**src/rtl/ps2_keyevent_rx.sv**
```systemverilog
// PS/2 keyboard receiver: synchronises the raw bus, deframes 11-bit frames and queues key events.
// Optional prefix decoder (E0/F0 -> ext/brk flags) is enabled by defining PS2_KEYEVENT_DECODE_EN.
module ps2_keyevent_rx #(
  parameter int FIFO_DEPTH     = 8,
  parameter int SYNC_STAGES    = 3,
  parameter int TIMEOUT_CYCLES = 50000
) (
  input  logic       clk,
  input  logic       rst,
  input  logic       ps2_clk,
  input  logic       ps2_data,
  output logic [9:0] ev_data,
  output logic       ev_valid,
  input  logic       ev_ready,
  output logic       overflow,
  output logic [7:0] err_cnt
);

  localparam int AW = $clog2(FIFO_DEPTH);
  localparam int TW = $clog2(TIMEOUT_CYCLES + 1);

  logic [SYNC_STAGES-1:0] clk_sync;
  logic [SYNC_STAGES-1:0] data_sync;
  logic                   pulse;
  logic                   bit_in;

  logic [3:0]    bit_cnt;
  logic [TW-1:0] to_cnt;
  logic [9:0]    shreg;
  logic [10:0]   frame_w;
  logic          frame_ok;
  logic          last;
  logic          accept;
  logic          bad;
  logic          to_hit;
  logic [7:0]    rx_byte;

  logic          push;
  logic [9:0]    push_data;

  logic [9:0]    mem [FIFO_DEPTH];
  logic [AW:0]   wr_ptr;
  logic [AW:0]   rd_ptr;
  logic          empty;
  logic          full;
  logic          pop;
  logic          wr_en;

  // Bring the asynchronous bus into the clk domain; idle-high on reset
  always_ff @(posedge clk) begin
    if (rst) begin
      clk_sync  <= '1;
      data_sync <= '1;
    end else begin
      clk_sync  <= {clk_sync[SYNC_STAGES-2:0], ps2_clk};
      data_sync <= {data_sync[SYNC_STAGES-2:0], ps2_data};
    end
  end

  assign pulse  = clk_sync[SYNC_STAGES-1] & ~clk_sync[SYNC_STAGES-2];
  assign bit_in = data_sync[SYNC_STAGES-1];

  assign frame_w  = {bit_in, shreg};
  assign frame_ok = ~frame_w[0] & frame_w[10] & (^frame_w[9:1]);
  assign last     = pulse & (bit_cnt == 4'd10);
  assign accept   = last & frame_ok;
  assign bad      = last & ~frame_ok;
  assign rx_byte  = frame_w[8:1];
  assign to_hit   = (bit_cnt != 4'd0) & ~pulse
                  & (to_cnt == TW'(TIMEOUT_CYCLES - 1));

  // Shift in frame bits LSB-first; first bit ends up in shreg[0]
  always_ff @(posedge clk) begin
    if (rst) begin
      shreg <= '0;
    end else if (pulse) begin
      shreg <= frame_w[10:1];
    end
  end

  // Bit counter and stalled-frame timeout
  always_ff @(posedge clk) begin
    if (rst) begin
      bit_cnt <= '0;
      to_cnt  <= '0;
    end else if (pulse) begin
      to_cnt  <= '0;
      bit_cnt <= last ? 4'd0 : bit_cnt + 4'd1;
    end else if (bit_cnt != 4'd0) begin
      if (to_hit) begin
        bit_cnt <= '0;
        to_cnt  <= '0;
      end else begin
        to_cnt <= to_cnt + TW'(1);
      end
    end else begin
      to_cnt <= '0;
    end
  end

  // Saturating count of malformed or abandoned frames
  always_ff @(posedge clk) begin
    if (rst) begin
      err_cnt <= '0;
    end else if ((bad | to_hit) && err_cnt != 8'hFF) begin
      err_cnt <= err_cnt + 8'd1;
    end
  end

`ifdef PS2_KEYEVENT_DECODE_EN
  logic ext_q;
  logic brk_q;
  logic is_e0;
  logic is_f0;

  assign is_e0     = (rx_byte == 8'hE0);
  assign is_f0     = (rx_byte == 8'hF0);
  assign push      = accept & ~is_e0 & ~is_f0;
  assign push_data = {ext_q, brk_q, rx_byte};

  // Prefix flags; cleared by any non-prefix byte, even if its push is dropped
  always_ff @(posedge clk) begin
    if (rst) begin
      ext_q <= 1'b0;
      brk_q <= 1'b0;
    end else if (accept) begin
      if (is_e0) begin
        ext_q <= 1'b1;
      end else if (is_f0) begin
        brk_q <= 1'b1;
      end else begin
        ext_q <= 1'b0;
        brk_q <= 1'b0;
      end
    end
  end
`else
  assign push      = accept;
  assign push_data = {2'b00, rx_byte};
`endif

  assign empty    = (wr_ptr == rd_ptr);
  assign full     = (wr_ptr[AW] != rd_ptr[AW])
                  & (wr_ptr[AW-1:0] == rd_ptr[AW-1:0]);
  assign pop      = ~empty & ev_ready;
  assign wr_en    = push & (~full | pop);
  assign ev_valid = ~empty;
  assign ev_data  = mem[rd_ptr[AW-1:0]];

  // Event storage; contents need no reset
  always_ff @(posedge clk) begin
    if (wr_en) begin
      mem[wr_ptr[AW-1:0]] <= push_data;
    end
  end

  // FIFO pointers with an extra wrap bit for full/empty
  always_ff @(posedge clk) begin
    if (rst) begin
      wr_ptr <= '0;
      rd_ptr <= '0;
    end else begin
      if (wr_en) wr_ptr <= wr_ptr + (AW+1)'(1);
      if (pop)   rd_ptr <= rd_ptr + (AW+1)'(1);
    end
  end

  // Sticky flag for an event lost to a full FIFO
  always_ff @(posedge clk) begin
    if (rst) begin
      overflow <= 1'b0;
    end else if (push & full & ~pop) begin
      overflow <= 1'b1;
    end
  end

endmodule

```
**config.mk**
```make
export PLATFORM = sky130hd
export DESIGN_NAME = ps2_keyevent_rx
export DESIGN_NICKNAME = d
export VERILOG_FILES = /design/src/rtl/ps2_keyevent_rx.sv
export SDC_FILE = /design/constraint.sdc
export NUM_CORES = 1
export LEC_CHECK = 0
export CORE_ASPECT_RATIO = 1.5
export CORE_MARGIN = 2
export CORE_UTILIZATION = 54
export DETAILED_ROUTE_END_ITERATION = 16
export GPL_TIMING_DRIVEN = 0
export PLACE_DENSITY = 0.76
export SYNTH_ARGS = -nofsm -noshare
export SYNTH_HDL_FRONTEND = slang
export SYNTH_SLANG_ARGS = --single-unit
```
**constraint.sdc**
```tcl
create_clock -name clk -period 3.1 [get_ports clk]
set_input_delay 0.31 -clock clk [delete_from_list [all_inputs] [get_ports clk]]
set_output_delay 0.31 -clock clk [all_outputs]
set_load 0.01 [all_outputs]
```
## Word-level counts from Yosys, hierarchy flattened

Memories as Yosys holds them, arrays and structs flattened. A register that Yosys moved wholly into a read port is not among the register bits.
Cells that the tools add are included.

| storage, ports and cells | value |
|---|---|
| memories kept | 1 |
| flip-flop bits (word level) | 53 |
| output and inout port bits | 20 |
| input bits | 5 |
| logic and storage cells | 59 |
| RAM bits | 64 |

Memories:

| memory | depth | width | read ports | clocked after memory_dff | write ports | line | text |
|---|---|---|---|---|---|---|---|
| mem | 8 | 8 | 1 | 1 | 1 | 41 | `logic [9:0] mem [FIFO_DEPTH];` |

| operators by class | value |
|---|---|
| add/subtract/negate cells | 5 |
| reductions and logical operators | 7 |
| eq/ne operators | 6 |
| bitwise logic cells | 23 |
| multiplexer cells | 8 |

Operator list:

| cell | number |
|---|---|
| $add 16x1->16 const B | 1 |
| $eq 16x16->1 const B | 1 |
| $mux 4 | 4 |
| $and 1x1->1 | 13 |
| $add 4x1->4 const B | 3 |
| $reduce_xor 9->1 | 1 |
| $add 8x1->8 const B | 1 |
| $ne 8x8->1 const B | 1 |
| $not 1->1 | 8 |
| $mux 3 | 2 |
| $eq 4x4->1 | 1 |
| $eq 4x4->1 const B | 1 |
| $reduce_bool 2->1 | 2 |
| $reduce_bool 4->1 | 1 |
| $reduce_or 4->1 | 1 |
| $eq 3x3->1 | 1 |
| $mux 1 | 2 |
| $or 1x1->1 | 2 |
| $reduce_and 2->1 | 1 |
| $logic_and 1x1->1 | 1 |
| $ne 1x1->1 | 1 |

## Longest topological paths before layout

| depth | value |
|---|---|
| word-level depth | 8 |
| depth in mapped cells | 8 |
| depth with buffers taken out | 8 |

## Worst setup path before layout

Ideal clock, no wire load.

| timing | value |
|---|---|
| path kind | register to register |
| start | register shreg[4] |
| end | memory mem[4][0] (netlist bit) (enable) |
| path slack | 0.096 ns |
| setup time | 0.398 ns |
| clock period less this slack | 3.004 ns |
| path buffers | 1 |
| cell stages (with the launch flop) | 7 |
| required time | 2.702 ns |
| data arrival time | 2.606 ns |
| cell sequence | dfxtp_1 xor2_1 xnor3_1 xnor2_1 nand4bb_1 buf_2 nor4b_1 |

| between the ends | value |
|---|---|
| longest elaborated chain between the ends | 6 |

Ends and longest elaborated chain:

| element | line | text |
|---|---|---|
| from (decl) | 29 | `logic [9:0] shreg;` |
| from (signal assigned) | 77 | `shreg <= frame_w[10:1];` |
| $reduce_xor 9->1 | 64 | `assign frame_ok = ~frame_w[0] & frame_w[10] & (^frame_w[9:1]);` |
| $and 1x1->1 | 64 |  |
| $and 1x1->1 | 66 | `assign accept = last & frame_ok;` |
| $and 1x1->1 | 146 | `assign wr_en = push & (~full \| pop);` |
| $mux 1 | 152 | `if (wr_en) begin` |
| $mux 1 (not written as such) | 153 | `mem[wr_ptr[AW-1:0]] <= push_data;` |
| to (decl) | 41 |  |

Every way passes these cells.

## Worst setup path after layout

| timing | value |
|---|---|
| start | register shreg[4] |
| end | memory mem[3][1] (netlist bit) (enable) |

The elaborated chain is that of the path after synthesis.

==> impl_metrics.tcl <==
set metrics [dict create \
    cp_top_family "simple AND/OR/NAND/NOR gates" \
    numCtsBuffers 17 \
    seq_area_um2 3050 \
    holdPathStages 1 \
    cts_tree "done" \
    maxCapViolCount 0 \
    fin_util 0.667 \
    cp-end-kind "register" \
    status "complete, no violations" \
    grt_max_degree 17 \
    hp-start "data_sync[0]" \
    initial_utilization 0.546 \
    ys_warn_count 0 \
    critPathLaunchType "register" \
    crit_slowest_cell "xnor3_2" \
    synth_edf_count 64 \
    synth_seq_cells 120 \
    syn_area_um2 4990 \
    wl_per_cell_um 17.1 \
    slew_headroom 0.514 \
    first_pass_iters 4 \
    holdPathEnd "data_sync[1]" \
    cts_hold_buf 0 \
    clkTransAtPathRegs_ns 0.05 \
    place_ws_ns -0.628 \
    fp.dieW_um 82.5 \
    r2r-end "mem[3][1]" \
    yosys-top-cells-area "edfxtp_1 (38%), dfxtp_1 (22%), mux4_2 (7.2%), nor2_1 (2.9%), nand2_1 (2.5%)" \
    layout-drive-gt1-share 0.219 \
    dpl_cell_area_um2 5400 \
    rrSetupSlack_ns 0.15 \
    placement.io_buffers 22 \
    finalWorstSetupSlack_ns 0.148 \
    drc 0 \
    hp-class "reg2reg" \
    whs_ns 0.406 \
    placedCellCount 526 \
    yosys.area.top_type "edfxtp_1" \
    critPathMaxStageDelay_ns 0.50 \
    fp.dieH_um 122 \
    fillers 643 \
    yosysSeqAreaShare 0.609 \
    h-tree-depth 4 \
    report.final.setup_viol 0 \
    clock_path_buffers 2 \
    overflow 0 \
    diodes 0 \
    critPathMaxFanout 11 \
    min_period_ns 2.95 \
    ys_async_sr_fraction 0 \
    worstMarginPinSlew_ns 0.725 \
    gp_congestion 0.769 \
    avgSynthCellArea_um2 12.9 \
    fin_skew_ns 0.00629 \
    via_per_inst 5.55 \
    hold_viol_final 0 \
    grt_use_total 0.211 \
    pin_count 25 \
    finalCritPeriodShare 0.952 \
    area_delta_synth_final_pct 22.2 \
    final_area_um2 6100 \
    cp_num_buf_inv 2 \
    arrival_ns 3.06 \
    synth_top_area_frac 0.385 \
    grt_pass1_vias 3166 \
    core_um2 9150 \
    crit_top_cell "buf_2" \
    multiInputGateArea_um2 1910 \
    peakVddDrop_mv 0.490 \
    path_class "reg2reg" \
    power_density_nw_per_um2 609 \
    cts.sinks 120 \
    ys.flop_type "edfxtp_1" \
    routed_wl_um 9570 \
    yosys.cell_types.count 55 \
    crit_required_ns 3.21 \
    antenna_found_initial 0 \
    stdcell_count 560 \
    reg2reg_depth 8 \
    dp_hpwl_um 6380 \
    syn-instance-count 387 \
    drv_slew 0 \
    initialDrtViolationCount 242 \
    cts_root_buf "clkbuf_16" \
    vias 3106 \
    ant_nets 0 \
    regToRegStartpoint "shreg[4]" \
    rsz0062_at_grt "no" \
    grt_pass1_wl_um 15300 \
    die_area_um2 10000 \
    rows 43 \
    fmax_mhz 339 \
    crit_chain "xor2_1 -> xnor3_2 -> xnor2_1 -> nand4bb_1 -> buf_2 -> or2_1 -> nor3b_4 -> buf_2" \
    insertion_delay_ns 0.41 \
    leakage_uw 0.00208 \
    fin_nets 447 \
]
## synth_stat cells, types with 2 or more instances
master and number:
or3_1 4, nand4bb_1 2, nor4b_1 2, nand2_1 33, inv_1 8, or4_4 2
mux2i_1 2, o311ai_1 2, a21oi_1 16, mux2_2 8, nor2b_1 5, o21ai_1 2
xnor3_1 2, nor2_1 39, nand4_1 7, a31oi_1 2, and3_1 5, edfxtp_1 64
xnor2_1 14, o21ai_0 3, nor3b_1 3, mux4_2 16, o41ai_1 2, mux2_1 2
xor2_1 12, and2_1 3, nor3_1 5, ha_1 7, buf_1 4, nand2b_1 2
or2_2 9, dfxtp_1 56, nand3_1 10, buf_4 2, clkbuf_1 12
## cells in the final DEF, fill, tap and decap left out, types with 3 or more instances in the layout
cell,instances
and3_1,5
ha_1,7
nand2_1,33
xnor2_1,14
inv_1,8
o21ai_0,3
and2_1,3
clkinv_2,5
bufinv_16,4
clkdlybuf4s50_1,22
dfxtp_2,5
xor2_1,12
nor2b_1,5
nor2_1,39
or2_2,9
nand4_1,7
clkbuf_16,17
or3_1,4
mux2_2,8
nand3_1,10
edfxtp_1,64
buf_4,8
buf_1,3
a21oi_1,16
mux4_2,16
nor3_1,3
dfxtp_1,51
clkbuf_1,11
nor3_4,3
## power breakdown
| part | switching [uW] | total, uW | internal (uW) |
|---|---|---|---|
| Clock | 663 | 2000 | 1330 |
| Sequential | 3.74 | 1670 | 1660 |
| Combinational | 31.1 | 51.5 | 20.4 |
## stage by stage
stage	TNS, ns	total power [uW]
after global routing	0	3810
after detailed placement	-12.12	1750
after global placement	-29.36	1750
after floorplan	0	1740
after CTS	0	3740
final	0	3720
## per-layer routing
| metal | vias up | global-route usage | share of wire |
|---|---|---|---|
| li1 | 1505 | - | - |
| met3 | 18 | 0.0659 | 0.034 |
| met2 | 61 | 0.383 | 0.58 |
| met5 | - | 0 | 0 |
| met1 | 1522 | 0.216 | 0.36 |
| met4 | 0 | 0.0932 | 0.020 |
## final cells by class
class,instances,share of cell area
clock buffers,18,0.0703
well taps,112,0.0230
repair buffers,29,0.0463
clock inverters,14,0.0297
flip-flops and latches,120,0.500
multi-input cells,241,0.313
plain buffers,18,0.0133
inverters,8,0.00492
## flip-flops by register name, indices dropped and copies added, names as in the netlist, named ones only
signal,count
wr_ptr,4
bit_cnt,4
mem,64
rd_ptr,4
clk_sync,3
shreg,10
overflow,1
data_sync,3
to_cnt,16
err_cnt,8
## worst max path at each step
stage             start   endpoint  slack (ns)  cells after the start
2_1_floorplan  shreg[4]  mem[4][0]         0.1                      6
3_3_place_gp   shreg[3]  mem[2][2]       -0.76                      6
3_5_place_dp   shreg[3]  mem[5][1]       -0.63                      7
4_1_cts        shreg[4]  mem[5][3]       0.009                      7
5_1_grt        shreg[4]  mem[3][3]       0.009                      8
6_report       shreg[4]  mem[3][1]        0.15                      8
## timing repair
item                       CTS  global route
buffers inserted             0             3
setup endpoints to repair   41            27
pin swaps                    1             1
resized for setup           15             5
## logic make-up (layout without fill, tap and decap cells)
kind of cell    Yosys count  in the layout  synth area share
compound gates           36             36            0.0504
xor+xnor                 28             28            0.0546
fa+ha+maj                 7              7            0.0175
buf+inv                  27             87            0.0220
flops                   120            120             0.609
mux                      28             28            0.0987
other cells               1              2          0.000751
simple gates            140            140             0.147
No activity file was read; power rests on OpenSTA's default activity.
